[config.mk]
export PLATFORM = sky130hd
export DESIGN_NAME = serial_tx
export DESIGN_NICKNAME = d
export VERILOG_FILES = /design/src/rtl/serial_pkg.sv /design/src/rtl/bit_timer.sv /design/src/rtl/serial_tx.sv
export SDC_FILE = /design/constraint.sdc
export NUM_CORES = 1
export LEC_CHECK = 0
export BUFFER_PORTS_ARGS = -buffer_cell sky130_fd_sc_hd__buf_2
export CAP_MARGIN = 20
export CORE_MARGIN = 2
export CORE_UTILIZATION = 55
export CTS_CLUSTER_SIZE = 24
export DETAILED_ROUTE_END_ITERATION = 7
export MAX_ROUTING_LAYER = met4
export PLACE_DENSITY = 0.76
export REMOVE_ABC_BUFFERS = 1
export SLEW_MARGIN = 20
export SYNTH_ARGS = -nofsm -noshare
export SYNTH_HDL_FRONTEND = slang
export SYNTH_HIERARCHICAL = 1
export SYNTH_SLANG_ARGS = --single-unit
[constraint.sdc]
create_clock -name clk -period 3.2 [get_ports clk]
set_input_delay 0.64 -clock clk [delete_from_list [all_inputs] [get_ports clk]]
set_output_delay 0.64 -clock clk [all_outputs]
set_load 0.05 [all_outputs]
[src/rtl/serial_pkg.sv]
// serial_pkg
//   Shared types and line levels for the bit-serial transmitter.
//   tx_state_t enumerates the frame FSM states; the line-level constants name
//   the idle, start and stop levels of the asynchronous frame so the FSM reads
//   in protocol terms rather than raw 1'b0/1'b1.
package serial_pkg;

    typedef enum logic [2:0] {
        IDLE,
        START,
        DATA,
        PARITY,
        STOP
    } tx_state_t;

    localparam logic LINE_IDLE = 1'b1;
    localparam logic START_LVL = 1'b0;
    localparam logic STOP_LVL  = 1'b1;

endpackage

[src/rtl/bit_timer.sv]
// bit_timer
//   Baud counter for the serial transmitter. Counts 0..CLKS_PER_BIT-1 while
//   run is high and wraps on every bit boundary; held at zero while run is low
//   so each frame starts on a fresh bit period.
//
// Ports:
//   clk    in   system clock, rising edge
//   reset  in   asynchronous, active-high reset
//   run    in   high while a frame is in progress
//   tick   out  high on the last clk cycle of each serial bit
module bit_timer #(
    parameter int CLKS_PER_BIT = 4
) (
    input  logic clk,
    input  logic reset,
    input  logic run,
    output logic tick
);

    localparam int            CW   = $clog2(CLKS_PER_BIT);
    localparam logic [CW-1:0] LAST = CW'(CLKS_PER_BIT - 1);

    logic [CW-1:0] cnt;

    always_ff @(posedge clk or posedge reset) begin
        if (reset) begin
            cnt <= '0;
        end else if (!run || cnt == LAST) begin
            cnt <= '0;
        end else begin
            cnt <= cnt + CW'(1);
        end
    end

    assign tick = run && (cnt == LAST);

endmodule

[src/rtl/serial_tx.sv]
// serial_tx
//   Bit-serial transmitter. Accepts a parallel word over a valid/ready
//   handshake and sends it as an asynchronous frame: start bit, DATA_W data
//   bits LSB-first, optional parity bit, stop bit. Each bit is held for
//   CLKS_PER_BIT clk cycles.
//
//   Optional feature: define SERIAL_TX_PARITY_EN to insert a parity bit after
//   the data bits (even parity by default, odd when PARITY_ODD=1).
//
// Ports:
//   clk       in   system clock, rising edge
//   reset     in   asynchronous, active-high reset (aborts any frame)
//   tx_data   in   word to send, sampled only on handshake
//   tx_valid  in   producer has a word
//   tx_ready  out  block can accept a word (high only in IDLE)
//   tx_out    out  serial line, idles high
//   tx_busy   out  frame in progress
//   tx_done   out  one-cycle pulse in the first IDLE cycle after a frame
module serial_tx #(
    parameter int DATA_W       = 8,
    parameter int CLKS_PER_BIT = 4
`ifdef SERIAL_TX_PARITY_EN
    ,
    parameter bit PARITY_ODD   = 1'b0
`endif
) (
    input  logic              clk,
    input  logic              reset,
    input  logic [DATA_W-1:0] tx_data,
    input  logic              tx_valid,
    output logic              tx_ready,
    output logic              tx_out,
    output logic              tx_busy,
    output logic              tx_done
);

    import serial_pkg::*;

    localparam int            BW       = $clog2(DATA_W + 1);
    localparam logic [BW-1:0] LAST_BIT = BW'(DATA_W - 1);

    if (CLKS_PER_BIT < 2) begin : g_chk_clks
        $error("serial_tx: CLKS_PER_BIT must be >= 2");
    end
    if (DATA_W < 1 || DATA_W > 16) begin : g_chk_width
        $error("serial_tx: DATA_W must be in 1..16");
    end

    tx_state_t         state;
    logic [DATA_W-1:0] shreg;
    logic [DATA_W-1:0] shreg_nxt;
    logic [BW-1:0]     bitcnt;
    logic              tick;
`ifdef SERIAL_TX_PARITY_EN
    logic              par_bit;
`endif

    // tx_out is registered, so on a shift the line must already carry the
    // bit that will sit in shreg[0] after the shift.
    assign shreg_nxt = shreg >> 1;

    // The timer runs exactly while a frame is in progress; tx_busy is the
    // registered "not IDLE" flag, so it doubles as the run enable.
    bit_timer #(
        .CLKS_PER_BIT(CLKS_PER_BIT)
    ) u_timer (
        .clk  (clk),
        .reset(reset),
        .run  (tx_busy),
        .tick (tick)
    );

    always_ff @(posedge clk or posedge reset) begin
        if (reset) begin
            state    <= IDLE;
            tx_out   <= LINE_IDLE;
            tx_ready <= 1'b1;
            tx_busy  <= 1'b0;
            tx_done  <= 1'b0;
            bitcnt   <= '0;
            shreg    <= '0;
`ifdef SERIAL_TX_PARITY_EN
            par_bit  <= 1'b0;
`endif
        end else begin
            tx_done <= 1'b0;
            case (state)
                IDLE: begin
                    if (tx_valid && tx_ready) begin
                        shreg    <= tx_data;
`ifdef SERIAL_TX_PARITY_EN
                        par_bit  <= (^tx_data) ^ PARITY_ODD;
`endif
                        bitcnt   <= '0;
                        state    <= START;
                        tx_out   <= START_LVL;
                        tx_ready <= 1'b0;
                        tx_busy  <= 1'b1;
                    end
                end
                START: begin
                    if (tick) begin
                        state  <= DATA;
                        tx_out <= shreg[0];
                    end
                end
                DATA: begin
                    if (tick) begin
                        if (bitcnt == LAST_BIT) begin
                            bitcnt <= '0;
`ifdef SERIAL_TX_PARITY_EN
                            state  <= PARITY;
                            tx_out <= par_bit;
`else
                            state  <= STOP;
                            tx_out <= STOP_LVL;
`endif
                        end else begin
                            bitcnt <= bitcnt + BW'(1);
                            shreg  <= shreg_nxt;
                            tx_out <= shreg_nxt[0];
                        end
                    end
                end
`ifdef SERIAL_TX_PARITY_EN
                PARITY: begin
                    if (tick) begin
                        state  <= STOP;
                        tx_out <= STOP_LVL;
                    end
                end
`endif
                STOP: begin
                    if (tick) begin
                        state    <= IDLE;
                        tx_out   <= LINE_IDLE;
                        tx_ready <= 1'b1;
                        tx_busy  <= 1'b0;
                        tx_done  <= 1'b1;
                    end
                end
                default: begin
                    state    <= IDLE;
                    tx_out   <= LINE_IDLE;
                    tx_ready <= 1'b1;
                    tx_busy  <= 1'b0;
                end
            endcase
        end
    end

endmodule

# ---- After elaboration in Yosys (flattened, before gate mapping)
# Index checks and enable logic that the tools add are counted.
dict set report word_totals {
  reg_bits 21
  output_inout_bits 4
  in_bits 11
  wordCells 61
}
dict set report classes {
  n_mux 27
  n_eq_ne 11
  reduce_logical 12
  add_sub_neg 2
  n_bitwise 1
}
# op count
set ops {}
lappend ops {{$mux W8} 3}
lappend ops {{$pmux W8 S2} 1}
lappend ops {{$mux W3} 5}
lappend ops {{$mux W4} 3}
lappend ops {{$ne A2 B2 Y1 const B} 6}
lappend ops {{$pmux W3 S4} 1}
lappend ops {{$mux W1} 9}
lappend ops {{$pmux W4 S2} 1}
lappend ops {{$reduce_and A4 Y1} 2}
lappend ops {{$pmux W1 S3} 2}
lappend ops {{$reduce_and A3 Y1} 2}
lappend ops {{$reduce_and A5 Y1} 1}
lappend ops {{$add A4 B1 Y4 const B} 1}
lappend ops {{$eq A4 B3 Y1 const B} 1}
lappend ops {{$pmux W1 S4} 1}
lappend ops {{$eq A3 B1 Y1 const B} 1}
lappend ops {{$eq A3 B2 Y1 const B} 1}
lappend ops {{$eq A3 B3 Y1 const B} 1}
lappend ops {{$logic_not A3 Y1} 1}
lappend ops {{$add A2 B1 Y2 const B} 1}
lappend ops {{$eq A2 B2 Y1 const B} 1}
lappend ops {{$logic_and A1 B1 Y1} 2}
lappend ops {{$mux W2} 1}
lappend ops {{$reduce_bool A2 Y1} 1}
lappend ops {{other kinds (4)} 4}

# ---- Longest topological paths before layout
# Gate-level depths: netlist of run 1.
dict set report logic_depth {
  ltp_word 4
  ltp_mapped 7
  mapped_depth_nobuf 6
}

# ---- By module
# Netlist of run 1, hierarchy kept.
# module area_each_um2 seq_area_each_um2 instances cells_each
set modules_own_cells {}
lappend modules_own_cells {serial_tx 1073.5 478.0 1 100}
lappend modules_own_cells {bit_timer 95.1 50.0 1 7}

# ---- Worst setup path after synthesis of run 1
# Ideal clock, no wire load.
dict set report synth_timing {
  path_kind {register to register}
  startpoint {register tx_ready}
  endpoint {register shreg[1]}
  stages_incl_launch_ff 4
  setup_slack_ns 1.344
  t_arrival_ns 1.731
  period_less_slack_ns 1.856
  n_path_buf 0
  t_required_ns 3.075
  setup_ns 0.125
  path_cell_list {dfstp_2 -> nand2_1 -> o41ai_4 -> mux2_2}
}
dict set report synth_via {
  elab_chain_cells 3
}
# element line
set synth_rtl {}
lappend synth_rtl {{start: declaration} serial_tx.sv:31} ;# output logic tx_ready,
lappend synth_rtl {{start signal: assignment} serial_tx.sv:77} ;# tx_ready <= 1'b1;
lappend synth_rtl {{start signal: assignment} serial_tx.sv:97} ;# tx_ready <= 1'b0;
lappend synth_rtl {{start signal: assignment} serial_tx.sv:137} ;# tx_ready <= 1'b1;
lappend synth_rtl {{$logic_and A1 B1 Y1} serial_tx.sv:89} ;# if (tx_valid && tx_ready) begin
lappend synth_rtl {{$ne A2 B2 Y1 (no source line)} n/a}
lappend synth_rtl {{$reduce_and A4 Y1 (no source line)} n/a}
lappend synth_rtl {{end signal: assignment} serial_tx.sv:90} ;# shreg <= tx_data;
lappend synth_rtl {{end signal: assignment} serial_tx.sv:120} ;# shreg <= shreg_nxt;
lappend synth_rtl {{end: declaration} serial_tx.sv:50} ;# logic [DATA_W-1:0] shreg;
# Every way passes these cells.
# A chain may end at the register's enable or synchronous reset.

# ---- Worst setup path in the final report of run 1
dict set report layout_timing {
  startpoint {register state[1]}
  endpoint {register shreg[1]}
}
dict set report layout_via {
  elab_chain_cells 3
  word_cells_on_any_way 8
  classes_between {eq/ne: 4; mux: 1; reduce/logical: 3}
}
# element line
set layout_rtl {}
lappend layout_rtl {{start: declaration} serial_tx.sv:49} ;# tx_state_t state;
lappend layout_rtl {{start signal: assignment} serial_tx.sv:75} ;# state <= IDLE;
lappend layout_rtl {{start signal: assignment} serial_tx.sv:95} ;# state <= START;
lappend layout_rtl {{start signal: assignment} serial_tx.sv:103} ;# state <= DATA;
lappend layout_rtl {{$eq A3 B2 Y1 / $logic_not A3 Y1 (equally long branches)} serial_tx.sv:87} ;# case (state)
lappend layout_rtl {{$ne A2 B2 Y1 (no source line) / $reduce_bool A2 Y1 (equally long branches)} n/a}
lappend layout_rtl {{$reduce_and A4 Y1 (no source line)} n/a}
# Several ways; a longest one is shown, not always the timed one.

==> results of run 1 <==
[power by group through the flow]
stage,Clock [uW],Sequential [uW],Combinational [uW]
2_1_floorplan,0,270,10.2
3_3_place_gp,0,270,17.8
3_5_place_dp,0,270,18.4
4_1_cts,130,265,18.4
5_1_grt,142,266,20.3
6_report,122,265,18.0
[through the flow]
step	setup WS, ns	util	hold slack (ns)
CTS	1.12	0.637	0.172
finish	1.12	0.637	0.183
global route	1.03	0.637	0.157
floorplan	1.26	-	0.381
detailed placement	1.15	0.623	0.449
global placement	1.19	0.623	0.439
[cell type report]
type	instances	area share
well taps	27	0.0268
inverters	5	0.0149
repair buffers	14	0.0555
multi-input cells	75	0.463
clock inverters	1	0.00396
flip-flops and latches	21	0.418
clock buffers	3	0.0178
[registers in the layout, indices dropped and copies added (netlist names)]
name / flops
shreg: 8
bitcnt: 4
state: 3
u_timer/cnt: 2
tx_busy: 1
tx_done: 1
tx_out: 1
tx_ready: 1
[layer usage]
metal | vias to the layer above | wire length [um] | track usage
li1 | 410 | - | -
met1 | 382 | 924 | 0.215
met2 | 11 | 913 | 0.296
met3 | 2 | 68 | 0.0545
met4 | 0 | 7 | 0.0324
met5 | - | 0 | -
[cell usage after synthesis]
cell | count | area [um2]
dfrtp_1 | 19 | 475
nand2_1 | 11 | 41.3
mux2_2 | 8 | 90.1
mux2_4 | 7 | 105
nand3_1 | 6 | 30.0
nor2_1 | 6 | 22.5
o21ai_0 | 6 | 30.0
inv_1 | 5 | 18.8
clkbuf_1 | 4 | 15.0
nor4b_1 | 3 | 26.3
a21oi_1 | 2 | 10.0
a22oi_1 | 2 | 15.0
and2_1 | 2 | 12.5
and3b_1 | 2 | 17.5
buf_6 | 2 | 22.5
dfstp_2 | 2 | 52.6
ha_1 | 2 | 25.0
nand4_1 | 2 | 12.5
nor3_1 | 2 | 10.0
or3_1 | 2 | 12.5
a32o_1 | 1 | 10.0
and2_2 | 1 | 7.51
mux2i_1 | 1 | 10.0
nand3b_1 | 1 | 7.51
nor3b_2 | 1 | 12.5
o211ai_1 | 1 | 7.51
o22a_1 | 1 | 8.76
o22ai_1 | 1 | 6.26
o31ai_1 | 1 | 7.51
o32a_1 | 1 | 10.0
o41ai_4 | 1 | 27.5
or3b_1 | 1 | 8.76
[logic make-up after synthesis]
family                     count (synthesis)  synth area share
and+or+nand+nor                           40             0.190
AOI/OAI and AO/OA                         17             0.114
DFF                                       21             0.452
muxes                                     16             0.176
buffers and inverters                     11            0.0482
adders and majority gates                  2            0.0214
[path summary, 6_finish.rpt]
check / depth (start not counted) / start / endpoint / slack, ns
hold reg to reg: 1 / u_timer/cnt[0]$_DFF_PP0_ / u_timer/cnt[0]$_DFF_PP0_ / 0.46
setup reg to reg: 3 / state[1]$_DFFE_PP0P_ / shreg[1]$_DFFE_PP0P_ / 1.12
hold / removal: 2 / reset / u_timer/cnt[1]$_DFF_PP0_ / 0.18
min in group clk: 1 / u_timer/cnt[0]$_DFF_PP0_ / u_timer/cnt[0]$_DFF_PP0_ / 0.46
setup / recovery: 3 / state[1]$_DFFE_PP0P_ / shreg[1]$_DFFE_PP0P_ / 1.12
max in group asynchronous: 2 / reset / state[0]$_DFFE_PP0P_ / 2.29
==> results.cfg, run 1 <==
[power_and_ir_drop]
power-per-cell-area_nw_per_um2 = 321
total_switching_power_uw = 84.2
worst_ir_drop_vdd_mv = 0.209
p_int_uw = 322
power.share.combinational = 0.044
p_leak_uw = 0.000593
share_seq_of_total_power = 0.654
swShare = 0.207
clock_power_share = 0.302
total_power_uw = 406

[floorplanning]
placementRows = 16
starting_density = 0.590
core_area_um2 = 1980
die-height_um = 50.1
dieArea_um2 = 2510
die_width_um = 50.1
floorplan.io_pins = 15

[status]
result_of_the_run = completed

[cells_and_area]
post_layout_nonfiller_instances = 146
filler_cell_count = 165
number_of_nets_in_the_layout = 133
area_growth_from_synthesis_to_layout_pct = 8.03
layout.cell_area.non_filler_um2 = 1260
drive_gt1_frac = 0.319
layout_commonest_cell = dfrtp_1
multi_input_comb_area_um2 = 584
area.sequential_um2 = 528
layout.cells.most_common_list = dfrtp_1, buf_2, nand2_1
num_antenna_cells = 0

[yosys]
synth.ff_latch_count = 21
synth_warnings = 6
post_synth_inst_count = 107
yosys.cell_types.count = 32
synth.cell_area_um2 = 1170
part_of_the_yosys_area_used_for_sequential_elements = 0.452
average_instance_area_after_synthesis_um2 = 10.9

[clocking]
clkSlewWorstSetupHoldPaths_ns = 0.11
cts-root-to-sink-buffers = 2
ctsHoldBuffers = 0
tritoncts.num_buffers = 3
cts_tree = done
h-tree-depth = 1
clkLatencyLatePin_ns = 0.30
clk_root_buffer_cell = clkbuf_4
post_cts.repair.setup_buffers = 0
cts.sink_count = 21
cts.repair.resized = 0

[setup_path]
critPathTopFamily = flip-flops
endpoint_kind = flop
criticalPathCategory = reg -> reg
timing.critical_path.slowest_cell_delay_ns = 0.70
crit_path_start_kind = flop
crit_arrival_ns = 2.27
timing.critical_path.fanout_max = 19
required_ns = 3.39
path_cells = or3b_1, mux2_4, mux2_2
critical_path.n_buffers_inverters = 0
critPathSlowestCell = dfrtp_1

[detailed_routing]
viasPerCell = 5.51
antenna_left = 0
detail_route.first_pass.iterations = 4
routed_wirelength_um = 1910
post_route_drc = 0
first_iter_violations = 7
wl_per_cell_um = 13.1
dr_total_vias = 805

[sta]
slew_of_the_pin_with_the_lowest_slew_margin_ns = 0.726
unrepaired_setup_endpoints_after_global_routing = no
setup_total_negative_slack_ns = 0
slew_headroom = 0.516
f_max_mhz = 482
report.final.slew_viol_count = 0
min_period_over_period = 0.648
finalClockSkew_ns = 0.00862
timing_hold_violations_final = 0
setup_viol_count_final = 0
shortest_period_the_worst_path_allows_ns = 2.08

[grt]
grt-ovfl-total = 0
first_global_vias = 797
largest_net_degree_at_the_start_of_global_routing = 20
antenna_violations_before_repair = 0
grt_pass1_wl_um = 3350
grtUsageTotal = 0.178

[placement]
placedCellCount = 142
post_dp_cell_area_um2 = 1230
detailedPlacementHpwl_um = 1370
io_buffers = 14
gp_congestion = 0.763

[flow_run]
max_cap_viol_count = 0

[worst_hold_path]
holdCritPathClass = in -> async
(Power assumes the default switching activity.)
==> run 2: changes to the inputs <==
--- a/config.mk
+++ b/config.mk
@@ -8,11 +8,11 @@
 export BUFFER_PORTS_ARGS = -buffer_cell sky130_fd_sc_hd__buf_2
 export CAP_MARGIN = 20
 export CORE_MARGIN = 2
-export CORE_UTILIZATION = 55
+export CORE_UTILIZATION = 50
 export CTS_CLUSTER_SIZE = 24
 export DETAILED_ROUTE_END_ITERATION = 7
 export MAX_ROUTING_LAYER = met4
-export PLACE_DENSITY = 0.76
+export PLACE_DENSITY = 0.73
 export REMOVE_ABC_BUFFERS = 1
 export SLEW_MARGIN = 20
 export SYNTH_ARGS = -nofsm -noshare
==> constraint.sdc (replaced) <==
create_clock -name clk -period 1.7 [get_ports clk]
set_input_delay 0.34 -clock clk [delete_from_list [all_inputs] [get_ports clk]]
set_output_delay 0.34 -clock clk [all_outputs]
set_load 0.05 [all_outputs]
==> run 2 against run 1 <==
Net effect: sequential share of layout area fell by 7.4 points; critical path depth is 1 higher; power grew 93%; combinational power rose by 110%; hold slack gained 0.11 ns; flip-flop and latch count is the same; final area up 22%; clock skew shrank 0.0060 ns; cell count grew 21%; global-route usage increased by 3.2 points; core utilization grew 5.7 points.
==> results.cfg, run 2 (same netlist as run 1, synthesis figures left out) <==
[status]
result_of_the_run = completed

[detailed_routing]
detail_route.first_pass.iterations = 4
viasPerCell = 5.52
wl_per_cell_um = 14.7
first_iter_violations = 23
post_route_drc = 0
routed_wirelength_um = 2590
dr_total_vias = 972
antenna_left = 0

[cells_and_area]
top_register = shreg
largest_registers = shreg: 8 flops, bitcnt: 4 flops, state: 3 flops
utilization_after_layout = 0.694
number_of_nets_in_the_layout = 162
layout_commonest_cell = buf_4
post_layout_nonfiller_instances = 176
num_antenna_cells = 0
drive_gt1_frac = 0.486
largest_reg_flops = 8
area_growth_from_synthesis_to_layout_pct = 31.4
multi_input_comb_area_um2 = 622
layout.cell_area.non_filler_um2 = 1540
layout.cells.most_common_list = buf_4, dfrtp_1, buf_2
area.sequential_um2 = 528
filler_cell_count = 173

[power_and_ir_drop]
share_seq_of_total_power = 0.639
power-per-cell-area_nw_per_um2 = 509
p_leak_uw = 0.000750
worst_ir_drop_vdd_mv = 0.527
p_int_uw = 613
total_switching_power_uw = 169
swShare = 0.217
power.share.combinational = 0.049
clock_power_share = 0.312

[worst_hold_path]
holdCritPathClass = in -> reg
min_delay_path_depth = 3
min_to = shreg[7]$_DFFE_PP0P_
timing.hold.worst.start = tx_data[7]

[clocking]
clkLatencyLatePin_ns = 0.31
cts-root-to-sink-buffers = 2
cts.sink_count = 21
clkSlewWorstSetupHoldPaths_ns = 0.11
tritoncts.num_buffers = 3
h-tree-depth = 1
clk_root_buffer_cell = clkbuf_4
cts_tree = done

[setup_path]
number_of_cell_instances_on_the_worst_register_to_register_path = 4
criticalPathCategory = reg -> reg
required_ns = 1.90
crit_arrival_ns = 1.89
timing.critical_path.fanout_max = 8
endpoint_kind = flop
crit_path_start_kind = flop
worst_r2r_startpoint = state[0]$_DFFE_PP0P_
r2r_end = shreg[5]$_DFFE_PP0P_
setup.reg_to_reg.worst_slack_ns = 0.01

[floorplanning]
die_width_um = 52.3
dieArea_um2 = 2740
starting_density = 0.528
die-height_um = 52.3
floorplan.io_pins = 15
core_area_um2 = 2210
placementRows = 17

[placement]
placedCellCount = 165
detailedPlacementHpwl_um = 1790
post_dp_cell_area_um2 = 1400
gp_congestion = 0.843
io_buffers = 14

[grt]
antenna_violations_before_repair = 0
grtUsageTotal = 0.211
grt_pass1_wl_um = 4040
grt-ovfl-total = 0
largest_net_degree_at_the_start_of_global_routing = 20
first_global_vias = 921

[sta]
timing_hold_violations_final = 0
setup_total_negative_slack_ns = 0
shortest_period_the_worst_path_allows_ns = 1.69
slew_of_the_pin_with_the_lowest_slew_margin_ns = 0.292
slew_headroom = 0.805
f_max_mhz = 593
min_period_over_period = 0.992
setup_viol_count_final = 0
report.final.slew_viol_count = 0
unrepaired_setup_endpoints_after_global_routing = yes
finalClockSkew_ns = 0.00265

[flow_run]
max_cap_viol_count = 0
==> run 2: power by group through the flow <==
stage | combinational [uW] | sequential, uW | clock, uW
final | 38.6 | 500 | 244
after global routing | 43.6 | 500 | 271
after CTS | 38.8 | 500 | 244
after detailed placement | 37.1 | 509 | 0
after global placement | 35.7 | 509 | 0
after floorplan | 19.2 | 509 | 0
==> run 2: timing repair <==
item	4_1_cts	5_1_grt
gates resized for setup	2	12
hold endpoints to repair	2	0
setup buffers	0	6
endpoints found under the setup margin	9	14
hold buffers	1	0
pin swaps	1	2
==> run 2: critical path: stages, from the launching register on <==
cell and delay [ns]:
dfrtp_1 0.42, buf_6 0.12, or3b_4 0.45, mux2_4 0.32
mux2_2 0.27
==> run 2: area by class of cell <==
| type | count | share of cell area |
|---|---|---|
| clock buffers | 4 | 0.0171 |
| repair buffers | 43 | 0.199 |
| inverters | 5 | 0.0122 |
| flip-flops and latches | 21 | 0.344 |
| multi-input cells | 75 | 0.405 |
| well taps | 28 | 0.0228 |
==> run 2: worst max-delay path by stage <==
stage	start	endpoint	slack, ns	cells past startpoint
2_1_floorplan	tx_busy$_DFFE_PP0P_	shreg[1]$_DFFE_PP0P_	-0.24	5
4_1_cts	state[0]$_DFFE_PP0P_	shreg[5]$_DFFE_PP0P_	-0.003	3
5_1_grt	u_timer/cnt[0]$_DFF_PP0_	shreg[6]$_DFFE_PP0P_	-0.04	7
3_3_place_gp	state[0]$_DFFE_PP0P_	shreg[5]$_DFFE_PP0P_	0.008	3
6_report	state[0]$_DFFE_PP0P_	shreg[5]$_DFFE_PP0P_	0.01	4
3_5_place_dp	u_timer/cnt[0]$_DFF_PP0_	shreg[5]$_DFFE_PP0P_	-0.03	6
==> run 2: per-layer routing <==
layer  wire, um  GRT usage  part of all wire
met1       1110      0.251              0.43
met2       1310      0.338              0.51
met3         68     0.0343             0.026
met4        101      0.120             0.039
met5          0          -                 0
==> run 2: per-stage QoR <==
step	setup slack (ns)	hold WS, ns	total power [uW]
finish	0.0131	0.289	782
detailed placement	-0.0337	0.205	546
global route	-0.0407	0.288	815
global placement	0.00832	0.201	545
floorplan	-0.238	0.0812	528
CTS	-0.00266	0.278	783
==> run 3: changes to the inputs <==
--- a/config.mk
+++ b/config.mk
@@ -11,7 +11,6 @@
 export CORE_UTILIZATION = 50
 export CTS_CLUSTER_SIZE = 24
 export DETAILED_ROUTE_END_ITERATION = 7
-export MAX_ROUTING_LAYER = met4
 export PLACE_DENSITY = 0.73
 export REMOVE_ABC_BUFFERS = 1
 export SLEW_MARGIN = 20
==> run 3 against run 2 <==
Net effect: sequential share of layout area grew 0.48 points; sequential power is essentially flat; critical path type unchanged; hold slack lost 0.018 ns; combinational power shrank 1%; final area shrank 1.4%; worst setup slack gained 0.016 ns; power is essentially flat; core utilization shrank 0.96 points; register-to-register slack gained 0.02 ns; critical path depth grew 3; via count grew 0.51%; clock power is essentially flat.
==> results.cfg, run 3 (same netlist as run 1, synthesis figures left out) <==
[floorplanning]
core_area_um2 = 2210
die_width_um = 52.3
dieArea_um2 = 2740
placementRows = 17
starting_density = 0.528
floorplan.io_pins = 15
die-height_um = 52.3

[placement]
post_dp_cell_area_um2 = 1400
placedCellCount = 165
gp_congestion = 0.831
detailedPlacementHpwl_um = 1790
preCtsSetupSlack_ns = -0.0337
io_buffers = 14

[sta]
slew_of_the_pin_with_the_lowest_slew_margin_ns = 0.292
timing_hold_violations_final = 0
setup_viol_count_final = 0
shortest_period_the_worst_path_allows_ns = 1.67
final_critical_path_setup_slack_ns = 0.0289
finalClockSkew_ns = 0.00193
f_max_mhz = 598
min_period_over_period = 0.983
slew_headroom = 0.805
report.final.slew_viol_count = 0
setup_total_negative_slack_ns = 0

[power_and_ir_drop]
share_seq_of_total_power = 0.639
power-per-cell-area_nw_per_um2 = 517
p_leak_uw = 0.000741
total_power_uw = 782
worst_ir_drop_vdd_mv = 0.525
swShare = 0.217
clock_power_share = 0.313
power.share.combinational = 0.049
p_int_uw = 613
total_switching_power_uw = 170

[cells_and_area]
largest_registers = shreg: 8 flops, bitcnt: 4 flops, state: 3 flops
top_register = shreg
post_layout_nonfiller_instances = 176
largest_reg_flops = 8
layout.cells.most_common_list = buf_4, dfrtp_1, buf_2
layout_commonest_cell = buf_4
layout.cell_area.non_filler_um2 = 1510
num_antenna_cells = 0
number_of_nets_in_the_layout = 162
area_growth_from_synthesis_to_layout_pct = 29.6
drive_gt1_frac = 0.473

[setup_path]
timing.critical_path.slowest_cell_delay_ns = 0.38
setup.reg_to_reg.worst_slack_ns = 0.03
number_of_cell_instances_on_the_worst_register_to_register_path = 7
criticalPathCategory = reg -> reg
critical_path.n_buffers_inverters = 1
crit_arrival_ns = 1.88
r2r_end = shreg[6]$_DFFE_PP0P_
worst_r2r_startpoint = u_timer/cnt[0]$_DFF_PP0_
crit_path_frequent_cell = and2_4
endpoint_kind = flop
path_cells = ha_2, and2_4, and2_4, nand3_4, o41ai_4, buf_6, mux2_2
timing.critical_path.fanout_max = 7
crit_path_start_kind = flop
critPathSlowestCell = dfrtp_1
required_ns = 1.90
critPathTopFamily = simple AND/OR/NAND/NOR gates

[detailed_routing]
antenna_left = 0
dr_total_vias = 977
wl_per_cell_um = 14.7
viasPerCell = 5.55
routed_wirelength_um = 2580
detail_route.first_pass.iterations = 4
post_route_drc = 0
first_iter_violations = 22

[worst_hold_path]
timing.hold.worst.start = tx_data[7]
holdCritPathClass = in -> reg
min_delay_path_depth = 3
min_to = shreg[7]$_DFFE_PP0P_

[clocking]
clkSlewWorstSetupHoldPaths_ns = 0.11
cts.sink_count = 21
tritoncts.num_buffers = 3
clkLatencyLatePin_ns = 0.31
clk_root_buffer_cell = clkbuf_4
h-tree-depth = 1
cts-root-to-sink-buffers = 2
cts_tree = done

[grt]
antenna_violations_before_repair = 0
grt_pass1_wl_um = 4060
grtUsageTotal = 0.206
first_global_vias = 917
largest_net_degree_at_the_start_of_global_routing = 20
grt-ovfl-total = 0

[status]
result_of_the_run = completed

[flow_run]
max_cap_viol_count = 0
## run 3: worst max-delay path by stage
stage | startpoint | end | slack [ns] | cells after the start
global placement | state[0]$_DFFE_PP0P_ | shreg[5]$_DFFE_PP0P_ | 0.008 | 3
global route | u_timer/cnt[0]$_DFF_PP0_ | shreg[6]$_DFFE_PP0P_ | -0.04 | 7
floorplan | tx_busy$_DFFE_PP0P_ | shreg[1]$_DFFE_PP0P_ | -0.24 | 5
finish | u_timer/cnt[0]$_DFF_PP0_ | shreg[6]$_DFFE_PP0P_ | 0.03 | 7
detailed placement | u_timer/cnt[0]$_DFF_PP0_ | shreg[5]$_DFFE_PP0P_ | -0.03 | 6
CTS | state[0]$_DFFE_PP0P_ | shreg[5]$_DFFE_PP0P_ | -0.003 | 3
## run 3: worst reg2reg max path: stages (launching register included)
cell	delay, ns
dfrtp_1	0.38
ha_2	0.19
and2_4	0.17
and2_4	0.16
nand3_4	0.07
o41ai_4	0.08
buf_6	0.18
mux2_2	0.34
## run 3: per-stage QoR
step | hold slack (ns) | utilization
floorplan | 0.0812 | -
global placement | 0.201 | 0.633
detailed placement | 0.205 | 0.633
CTS | 0.278 | 0.653
global route | 0.295 | 0.684
finish | 0.271 | 0.684
## run 3: timing repair
item / CTS / global route
endpoints found under the hold margin: 2 / 0
pin swaps: 1 / 1
gates resized for setup: 2 / 6
hold buffers: 1 / 0
setup endpoints to repair: 9 / 14
setup buffers: 0 / 6
## run 3: metal layers
layer / vias to the layer above / global-route usage / part of all wire
li1: 471 / - / -
met5: - / 0 / 0
met4: 0 / 0.120 / 0.037
met3: 9 / 0.0343 / 0.031
met1: 474 / 0.253 / 0.43
met2: 23 / 0.338 / 0.50
## run 3: final cells by class
type	instances	area, um2
inverters	5	18.8
well taps	28	35.0
fillers	180	698
flip-flops and latches	21	528
repair buffers	43	294
clock buffers	4	26.3
multi-input cells	75	612
## run 3: power by group through the flow
stage	clock network (uW)	logic, uW	registers (uW)
detailed placement	0	37.1	509
global route	274	43.2	500
floorplan	0	19.2	509
CTS	244	38.8	500
finish	245	38.1	500
global placement	0	35.7	509
